==> config.mk <==
export PLATFORM = sky130hd
export DESIGN_NAME = serial_alu_sequencer
export DESIGN_NICKNAME = d
export VERILOG_FILES = /design/src/rtl/serial_alu_pkg.sv /design/src/rtl/serial_bit_slice.sv /design/src/rtl/serial_alu_sequencer.sv
export SDC_FILE = /design/constraint.sdc
export NUM_CORES = 1
export LEC_CHECK = 0
export ABC_AREA = 1
export CAP_MARGIN = 20
export CORE_ASPECT_RATIO = 1.25
export CORE_MARGIN = 3
export CORE_UTILIZATION = 30
export DETAILED_ROUTE_END_ITERATION = 10
export DONT_BUFFER_PORTS = 1
export GPL_TIMING_DRIVEN = 1
export PLACE_DENSITY = 0.46
export SYNTH_ARGS = -nofsm -noshare
export SYNTH_HDL_FRONTEND = slang
export SYNTH_SLANG_ARGS = --single-unit
==> constraint.sdc <==
create_clock -name clk -period 1.98 [get_ports clk]
set_input_delay 0.396 -clock clk [delete_from_list [all_inputs] [get_ports clk]]
set_output_delay 0.396 -clock clk [all_outputs]
set_load 0.05 [all_outputs]
==> src/rtl/serial_alu_pkg.sv <==
// Shared definitions for the bit-serial ALU sequencer: op codes, FSM states
// and small op-classification helpers.
package serial_alu_pkg;

    localparam logic [2:0] OP_AND = 3'b000;
    localparam logic [2:0] OP_OR  = 3'b001;
    localparam logic [2:0] OP_XOR = 3'b010;
    localparam logic [2:0] OP_ADD = 3'b011;
    localparam logic [2:0] OP_SUB = 3'b100;
    localparam logic [2:0] OP_SLT = 3'b101;

    typedef enum logic [1:0] {
        IDLE   = 2'd0,
        RUN    = 2'd1,
        FINISH = 2'd2,
        DONE   = 2'd3
    } state_t;

    // Codes 110 and 111 are unassigned.
    function automatic logic is_legal_op(input logic [2:0] op);
        return (op <= OP_SLT);
    endfunction

    // Ops that run the full adder and produce carry/overflow.
    function automatic logic is_arith_op(input logic [2:0] op);
        return (op == OP_ADD) || (op == OP_SUB) || (op == OP_SLT);
    endfunction

    // Ops computed as a + ~b + 1.
    function automatic logic is_sub_op(input logic [2:0] op);
        return (op == OP_SUB) || (op == OP_SLT);
    endfunction

endpackage

==> src/rtl/serial_bit_slice.sv <==
// One-bit ALU slice: AND/OR/XOR or full add, with optional inversion of b.
module serial_bit_slice
    import serial_alu_pkg::*;
(
    input  logic [2:0] op,
    input  logic       a_bit,
    input  logic       b_bit,
    input  logic       cin,
    input  logic       b_inv,
    output logic       r,
    output logic       cout
);

    logic bx;
    assign bx = b_bit ^ b_inv;

    // Select the bit function; carry-out is only meaningful for arithmetic.
    always_comb begin
        r    = 1'b0;
        cout = 1'b0;
        case (op)
            OP_AND: r = a_bit & bx;
            OP_OR:  r = a_bit | bx;
            OP_XOR: r = a_bit ^ bx;
            OP_ADD, OP_SUB, OP_SLT: begin
                r    = a_bit ^ bx ^ cin;
                cout = (a_bit & bx) | (a_bit & cin) | (bx & cin);
            end
            default: ;
        endcase
    end

endmodule

==> src/rtl/serial_alu_sequencer.sv <==
// Bit-serial ALU controller: shifts operands LSB first through one bit slice,
// carries between cycles, assembles the result and raises status flags.
module serial_alu_sequencer
    import serial_alu_pkg::*;
#(
    parameter int WIDTH = 8
) (
    input  logic             clk,
    input  logic             reset,
    input  logic             start_valid,
    output logic             start_ready,
    input  logic [2:0]       op,
    input  logic [WIDTH-1:0] a,
    input  logic [WIDTH-1:0] b,
    output logic             result_valid,
    input  logic             result_ready,
    output logic [WIDTH-1:0] result,
    output logic             carry_out,
    output logic             overflow,
    output logic             zero,
    output logic             err,
    output logic             busy
);

    localparam int CNT_W = (WIDTH > 1) ? $clog2(WIDTH) : 1;

    state_t            state_reg, state_next;
    logic [WIDTH-1:0]  a_sh_reg, b_sh_reg, res_sh_reg;
    logic [2:0]        op_reg;
    logic              carry_reg;
    logic [CNT_W-1:0]  cnt_reg;
    logic              cin_msb_reg, cout_msb_reg;
    logic [WIDTH-1:0]  result_reg;
    logic              carry_out_reg, overflow_reg, zero_reg, err_reg;
    logic              result_valid_reg;

    logic              accept, last_bit;
    logic              slice_r, slice_cout;
    logic              ovf_fin, carry_fin;
    logic [WIDTH-1:0]  result_fin;

    assign start_ready  = (state_reg == IDLE);
    assign busy         = (state_reg == RUN) || (state_reg == FINISH);
    assign accept       = start_valid && start_ready;
    assign last_bit     = (cnt_reg == CNT_W'(WIDTH - 1));

    assign result       = result_reg;
    assign carry_out    = carry_out_reg;
    assign overflow     = overflow_reg;
    assign zero         = zero_reg;
    assign err          = err_reg;
    assign result_valid = result_valid_reg;

    serial_bit_slice u_slice (
        .op    (op_reg),
        .a_bit (a_sh_reg[0]),
        .b_bit (b_sh_reg[0]),
        .cin   (carry_reg),
        .b_inv (is_sub_op(op_reg)),
        .r     (slice_r),
        .cout  (slice_cout)
    );

    // Final flags and result word, from the MSB carries captured during RUN.
    always_comb begin
        carry_fin  = is_arith_op(op_reg) & cout_msb_reg;
        ovf_fin    = is_arith_op(op_reg) & (cin_msb_reg ^ cout_msb_reg);
        result_fin = res_sh_reg;
        if (op_reg == OP_SLT) begin
            result_fin = {{(WIDTH-1){1'b0}}, res_sh_reg[WIDTH-1] ^ ovf_fin};
        end
    end

    // State register.
    always_ff @(posedge clk or posedge reset) begin
        if (reset) state_reg <= IDLE;
        else       state_reg <= state_next;
    end

    // Next-state logic; DONE waits for the valid flag to be up before a take.
    always_comb begin
        state_next = state_reg;
        case (state_reg)
            IDLE:    if (accept) state_next = is_legal_op(op) ? RUN : DONE;
            RUN:     if (last_bit) state_next = FINISH;
            FINISH:  state_next = DONE;
            DONE:    if (result_valid_reg && result_ready) state_next = IDLE;
            default: state_next = IDLE;
        endcase
    end

    // Datapath: operand capture, serial shifting, output registers and the
    // valid flag, which rises one edge after the word lands in DONE.
    always_ff @(posedge clk or posedge reset) begin
        if (reset) begin
            a_sh_reg         <= '0;
            b_sh_reg         <= '0;
            res_sh_reg       <= '0;
            op_reg           <= OP_AND;
            carry_reg        <= 1'b0;
            cnt_reg          <= '0;
            cin_msb_reg      <= 1'b0;
            cout_msb_reg     <= 1'b0;
            result_reg       <= '0;
            carry_out_reg    <= 1'b0;
            overflow_reg     <= 1'b0;
            zero_reg         <= 1'b0;
            err_reg          <= 1'b0;
            result_valid_reg <= 1'b0;
        end else begin
            case (state_reg)
                IDLE: begin
                    if (accept) begin
                        a_sh_reg     <= a;
                        b_sh_reg     <= b;
                        op_reg       <= op;
                        carry_reg    <= is_sub_op(op);
                        cnt_reg      <= '0;
                        res_sh_reg   <= '0;
                        cin_msb_reg  <= 1'b0;
                        cout_msb_reg <= 1'b0;
                        if (!is_legal_op(op)) begin
                            result_reg    <= '0;
                            carry_out_reg <= 1'b0;
                            overflow_reg  <= 1'b0;
                            zero_reg      <= 1'b0;
                            err_reg       <= 1'b1;
                        end
                    end
                end
                RUN: begin
                    res_sh_reg <= {slice_r, res_sh_reg[WIDTH-1:1]};
                    a_sh_reg   <= {1'b0, a_sh_reg[WIDTH-1:1]};
                    b_sh_reg   <= {1'b0, b_sh_reg[WIDTH-1:1]};
                    carry_reg  <= slice_cout;
                    cnt_reg    <= cnt_reg + CNT_W'(1);
                    if (last_bit) begin
                        cin_msb_reg  <= carry_reg;
                        cout_msb_reg <= slice_cout;
                    end
                end
                FINISH: begin
                    result_reg    <= result_fin;
                    carry_out_reg <= carry_fin;
                    overflow_reg  <= ovf_fin;
                    zero_reg      <= (result_fin == '0);
                    err_reg       <= 1'b0;
                end
                DONE: begin
                    if (!result_valid_reg)  result_valid_reg <= 1'b1;
                    else if (result_ready)  result_valid_reg <= 1'b0;
                end
                default: ;
            endcase
        end
    end

endmodule

==> reports/results.ini <==
[yosys]
ys_seq_area_share_pct = 50.0
synth.distinct_cells = 32
avgSynthCellArea_um2 = 8.77
ys_ff_latch = 48
synth_top_area_share_pct = 50.0
synth_area_leaders = dfrtp_1, nand2_1, inv_1
yosysTopAreaCell = dfrtp_1
syn_area_mm2 = 0.00240
netlist_instances = 274
yosysWarnings = 0
syn_nets = 304

[worst_setup_path]
r2r_slack_ns = 0.13
path_max_fanout = 7
start_kind = register
cp_num_buf_inv = 1
arrival_ns = 2.06
end_kind = register
slowest_delay_ns = 0.45
setup.worst_path.class = register to register
required_ns = 2.18
cpMostUsedCell = nand2_1
cp_cell_sequence = inv_1 > nand3_4 > nand3_1 > nand2_1 > ha_1 > xnor2_1 > nor2_1 > nor2_1 > nand3_1 > nand2_1 > nand2_1
path_delay_family = simple AND/OR/NAND/NOR gates
crit_slowest_cell = dfrtp_2

[grt]
use_met2_pct = 19.4
grt_pass1_wl_um = 8650
use_met3_pct = 4.26
grt_pass1_vias = 1763
gr-usage-met1_pct = 14.8
busiest_layer = met2
overflow = 0
grtUsageTotal_pct = 11.9
grt_max_degree = 49
antenna_found_initial = 0

[flow_run]
drv_cap = 0

[sta]
tightest_slew_ns = 0.629
fmax_mhz = 540
final_max_slew_viol_count = 0
finalClockSkew_ns = 0.00890
final_hold_viol_count = 0
slew_headroom_pct = 58.1
min_period_ns = 1.85
rsz0062_at_grt = no
setup_viol = 0
finalCritPeriodShare_pct = 93.6
fin_tns_setup_ns = 0
timing.final.ws_setup_ns = 0.127

[finish]
drive_gt1_share_pct = 10.8
syn2layout_area_growth_pct = 6.82
fin_area_mm2 = 0.00257
diodes = 0
utilization_pct = 33.9
seqCellArea_mm2 = 0.00120
fill_cells = 797
final_nets = 306
multiInputGateArea_um2 = 982

[clock_tree]
htree_num_levels = 2
cts_resized = 0
cts_hold_buf = 0
cts_setup_buffers = 0
cts_tree = built
clock_latency_ns = 0.30
clkTransAtPathRegs_ns = 0.10
cts_num_sinks = 48
clock_path_buffers = 2
cts-root-buf = clkbuf_8
cts-buffers-inserted = 5

[place]
io_buffer_count = 0
place.gp.congestion = 0.740
dp_hpwl_um = 3680
dpl_cell_area_mm2 = 0.00247
pre_cts_slack_ns = 0.0932

[route]
drt_pass1_iterations = 4
vias = 1800
drt_wl_total_um = 5060
drc_errors = 0
post_drt_wl_per_cell_um = 13.7
vias_per_cell = 4.88
drtIter0Drc = 114
postRouteAntennaNets = 0

[power]
pwr-share-clk_pct = 13.3
switchingPower_mw = 2.17
p_leak_nw = 1.22
pwr-share-comb_pct = 46.9
power_switching_share_pct = 48.3
intPower_mw = 2.33
share_seq_of_total_power_pct = 39.8
p_per_area_mw_per_mm2 = 1750
ir_worst_vdd_uv = 632

[outcome]
status = finished clean

[die]
ioPinCount = 38
core_area_mm2 = 0.00758
dieHeight_um = 106
start_util_pct = 31.7
fp.dieW_um = 86.0
rows = 35
dieArea_mm2 = 0.00912

[hold_path]
hp-class = input pin to asynchronous set/reset pin

==> area by class of cell <==
type / instances / area share, %
Tap cell: 92 / 4.49
Inverter: 36 / 5.36
Multi-Input combinational cell: 180 / 38.3
Clock inverter: 3 / 0.829
Clock buffer: 5 / 2.68
Timing Repair Buffer: 5 / 1.46
Sequential cell: 48 / 46.9
==> worst reg2reg max path: stages, from the launching register on <==
cell and delay, ns:
dfrtp_2 0.45, inv_1 0.14, nand3_4 0.13, nand3_1 0.15
nand2_1 0.07, ha_1 0.30, xnor2_1 0.14, nor2_1 0.06
nor2_1 0.11, nand3_1 0.11, nand2_1 0.07, nand2_1 0.04
==> synth_stat cells, drive strengths merged <==
cell / count
buf: 9
nand3: 14
o31ai: 8
nor4: 1
o22ai: 7
or3: 1
ha: 7
dfrtp: 48
nor3: 2
nand2: 77
xor2: 1
nand3b: 1
a31oi: 6
o21ai: 24
nor2: 12
inv: 36
mux2: 1
xnor2: 1
nand4: 2
clkbuf: 1
a21oi: 5
o211ai: 10
==> metal layers <==
layer | vias up | wire, µm
met2 | 34 | 2510
li1 | 911 | -
met3 | 2 | 290
met5 | - | 0
met4 | 0 | 32
met1 | 853 | 2230
==> cell usage in the layout, fill, tap and decap left out, drive strengths merged <==
cell	n
clkbuf	5
nand3	14
o31ai	8
nand2	77
buf	5
clkinvlp	1
dfrtp	48
o211ai	10
nor3	2
o22ai	7
nand4	2
nor2	12
nor4	1
xor2	1
xnor2	1
o21ai	24
ha	7
mux2	1
inv	37
a31oi	6
nand3b	1
or3	1
a21oi	5
clkinv	1
==> cell families after synthesis <==
logic type	share of synthesized area, %
and+or+nand+nor	20.3
AOI/OAI and AO/OA	15.7
DFF	50.0
buffers and inverters	9.22
adders and majority gates	3.65
xor gates and xnor gates	0.729
muxes	0.469
==> final timing paths <==
kind,from,endpoint,depth (start not counted)
setup / recovery,op_reg[1],res_sh_reg[7],11
hold / removal,reset,result[6],2
setup reg to reg,op_reg[1],res_sh_reg[7],11
hold reg to reg,cnt_reg[1],cnt_reg[1],2
max in group asynchronous,reset,op_reg[1],2
min in group clk,op[2],op_reg[2],2
==> per-stage QoR <==
| stage | hold WS (ns) | std cells | power [mW] |
|---|---|---|---|
| 4_1_cts | 0.150 | 369 | 4.58 |
| 6_report | 0.127 | 369 | 4.50 |
| 2_1_floorplan | 0.442 | 274 | 3.62 |
| 3_3_place_gp | 0.468 | 361 | 3.94 |
| 5_1_grt | 0.160 | 369 | 4.96 |
| 3_5_place_dp | 0.465 | 361 | 3.96 |
==> power groups by stage <==
| stage | clock, mW | combinational (mW) | sequential, mW |
|---|---|---|---|
| finish | 0.599 | 2.11 | 1.79 |
| global route | 0.669 | 2.44 | 1.84 |
| CTS | 0.636 | 2.16 | 1.79 |
| detailed placement | 0 | 2.15 | 1.81 |
| global placement | 0 | 2.13 | 1.81 |
| floorplan | 0 | 1.85 | 1.77 |
Power figures use the tool's default switching activity.
==> RTL change (same flow settings) <==
`WIDTH`: 8 -> 4.
--- a/src/rtl/serial_alu_sequencer.sv
+++ b/src/rtl/serial_alu_sequencer.sv
@@ -3,7 +3,7 @@
 module serial_alu_sequencer
     import serial_alu_pkg::*;
 #(
-    parameter int WIDTH = 8
+    parameter int WIDTH = 4
 ) (
     input  logic             clk,
     input  logic             reset,
Interface: changed (resized a, b and result); port bits go from 38 to 26. No check against the original RTL was run, so the function may have changed too.
==> RTL change against the unedited design <==
Die area decreased by 33%. Clock skew about the same. Core utilization increased by 1.8 points. Setup slack improved by 0.089 ns. Design area decreased by 32%. Sequential cell count decreased by 17. Critical endpoint is now start_ready. Power decreased by 26%. Global-route usage increased by 1.0 points. Combinational power decreased by 27%. Sequential power decreased by 29%. Synthesized area decreased by 35%. Routed wire length decreased by 32%. Sequential share of layout area decreased by 2.2 points.
==> RTL change: results (changes against the unedited design) <==
* Compound-Gate Fraction of Synth Area at 13.0% (-2.6 points)
* Mux cell area share after synthesis at 0% (-0.47 points)
* Synth Area in XOR/XNOR at 0.560% (-0.17 points)
* Worst hold slack at 0.0800 ns (-0.0468 ns)
* Power, Total at 3.33 mW (-26%)
* Insertion delay to the later sink of the worst-skew pair at 0.28 ns (-0.02 ns)
* Switching Fraction at 49.7% (+1.3 points)
* Grt met2 use at 22.1% (+2.7 points)
* Status: finished clean
* FF+latch count, synth at 31 (-35%)
* Routed wl met2 at 1.73 mm (-31%)
* Reg power frac at 38.3% (-1.5 points)
* DP HPWL at 2.66 mm (-28%)
* Final min period at 1.76 ns (-0.0894 ns)
* Synth cell count leaders: 61 x nand2_1, 31 x dfrtp_1, 27 x inv_1
* Fill count at 515 (-35%)
* DR iter-0 viols at 51 (-55%)
* Nets at 226 (-26%)
* First-pass GRT wire length at 6.04 mm (-30%)
* Per-cell routed wire length at 13.0 µm (-4.9%)
* Worst-path clk slew at 0.07 ns (-0.03 ns)
* Placed cells at 258 (-29%)
* Max stage delay on crit path at 0.40 ns (-0.05 ns)
* Vias in the first global route at 1247 (-29%)
* Final GP Congestion at 0.846 (+14%)
* Syn Inst Count at 197 (-28%)
* Clock-net power at 507 µW (-15%)
* Unique masters post-synth at 23 (-28%)
* Adder-Cell Fraction of Synth Area at 4.80% (+1.2 points)
* Critical Path AT at 1.37 ns (-0.69 ns)
* Reg2Reg Setup Slack at 0.30 ns (+0.17 ns)
## RTL change: cell types whose count changed in the layout (fill, tap and decap cells not counted), sizes merged, moves of 2 or more
cell | before | now
o22ai | 7 | 2
nand2 | 77 | 62
o21ai | 24 | 18
dfrtp | 48 | 31
nor2 | 12 | 14
o211ai | 10 | 2
inv | 37 | 28
o31ai | 8 | 3
## RTL change: final cells by class
type	count	area, µm²	share of cell area [%]
clock buffer	6	82.6	4.76
clock inverter	1	5.00	0.288
inverter	29	111	6.41
multi-input combinational	134	657	37.8
sequential	31	776	44.7
tap	60	75.1	4.32
timing repair buffer	4	30.0	1.73
## RTL change: path summary, 6_finish.rpt
kind	from	endpoint	depth (start not counted)
min reg2reg	a_sh_reg[3]	a_sh_reg[3]	2
max	state_reg[0]	start_ready	3
min	reset	res_sh_reg[1]	2
max in group asynchronous	reset	result_valid	2
max reg2reg	state_reg[0]	zero	8
min in group clk	b[3]	b_sh_reg[3]	2
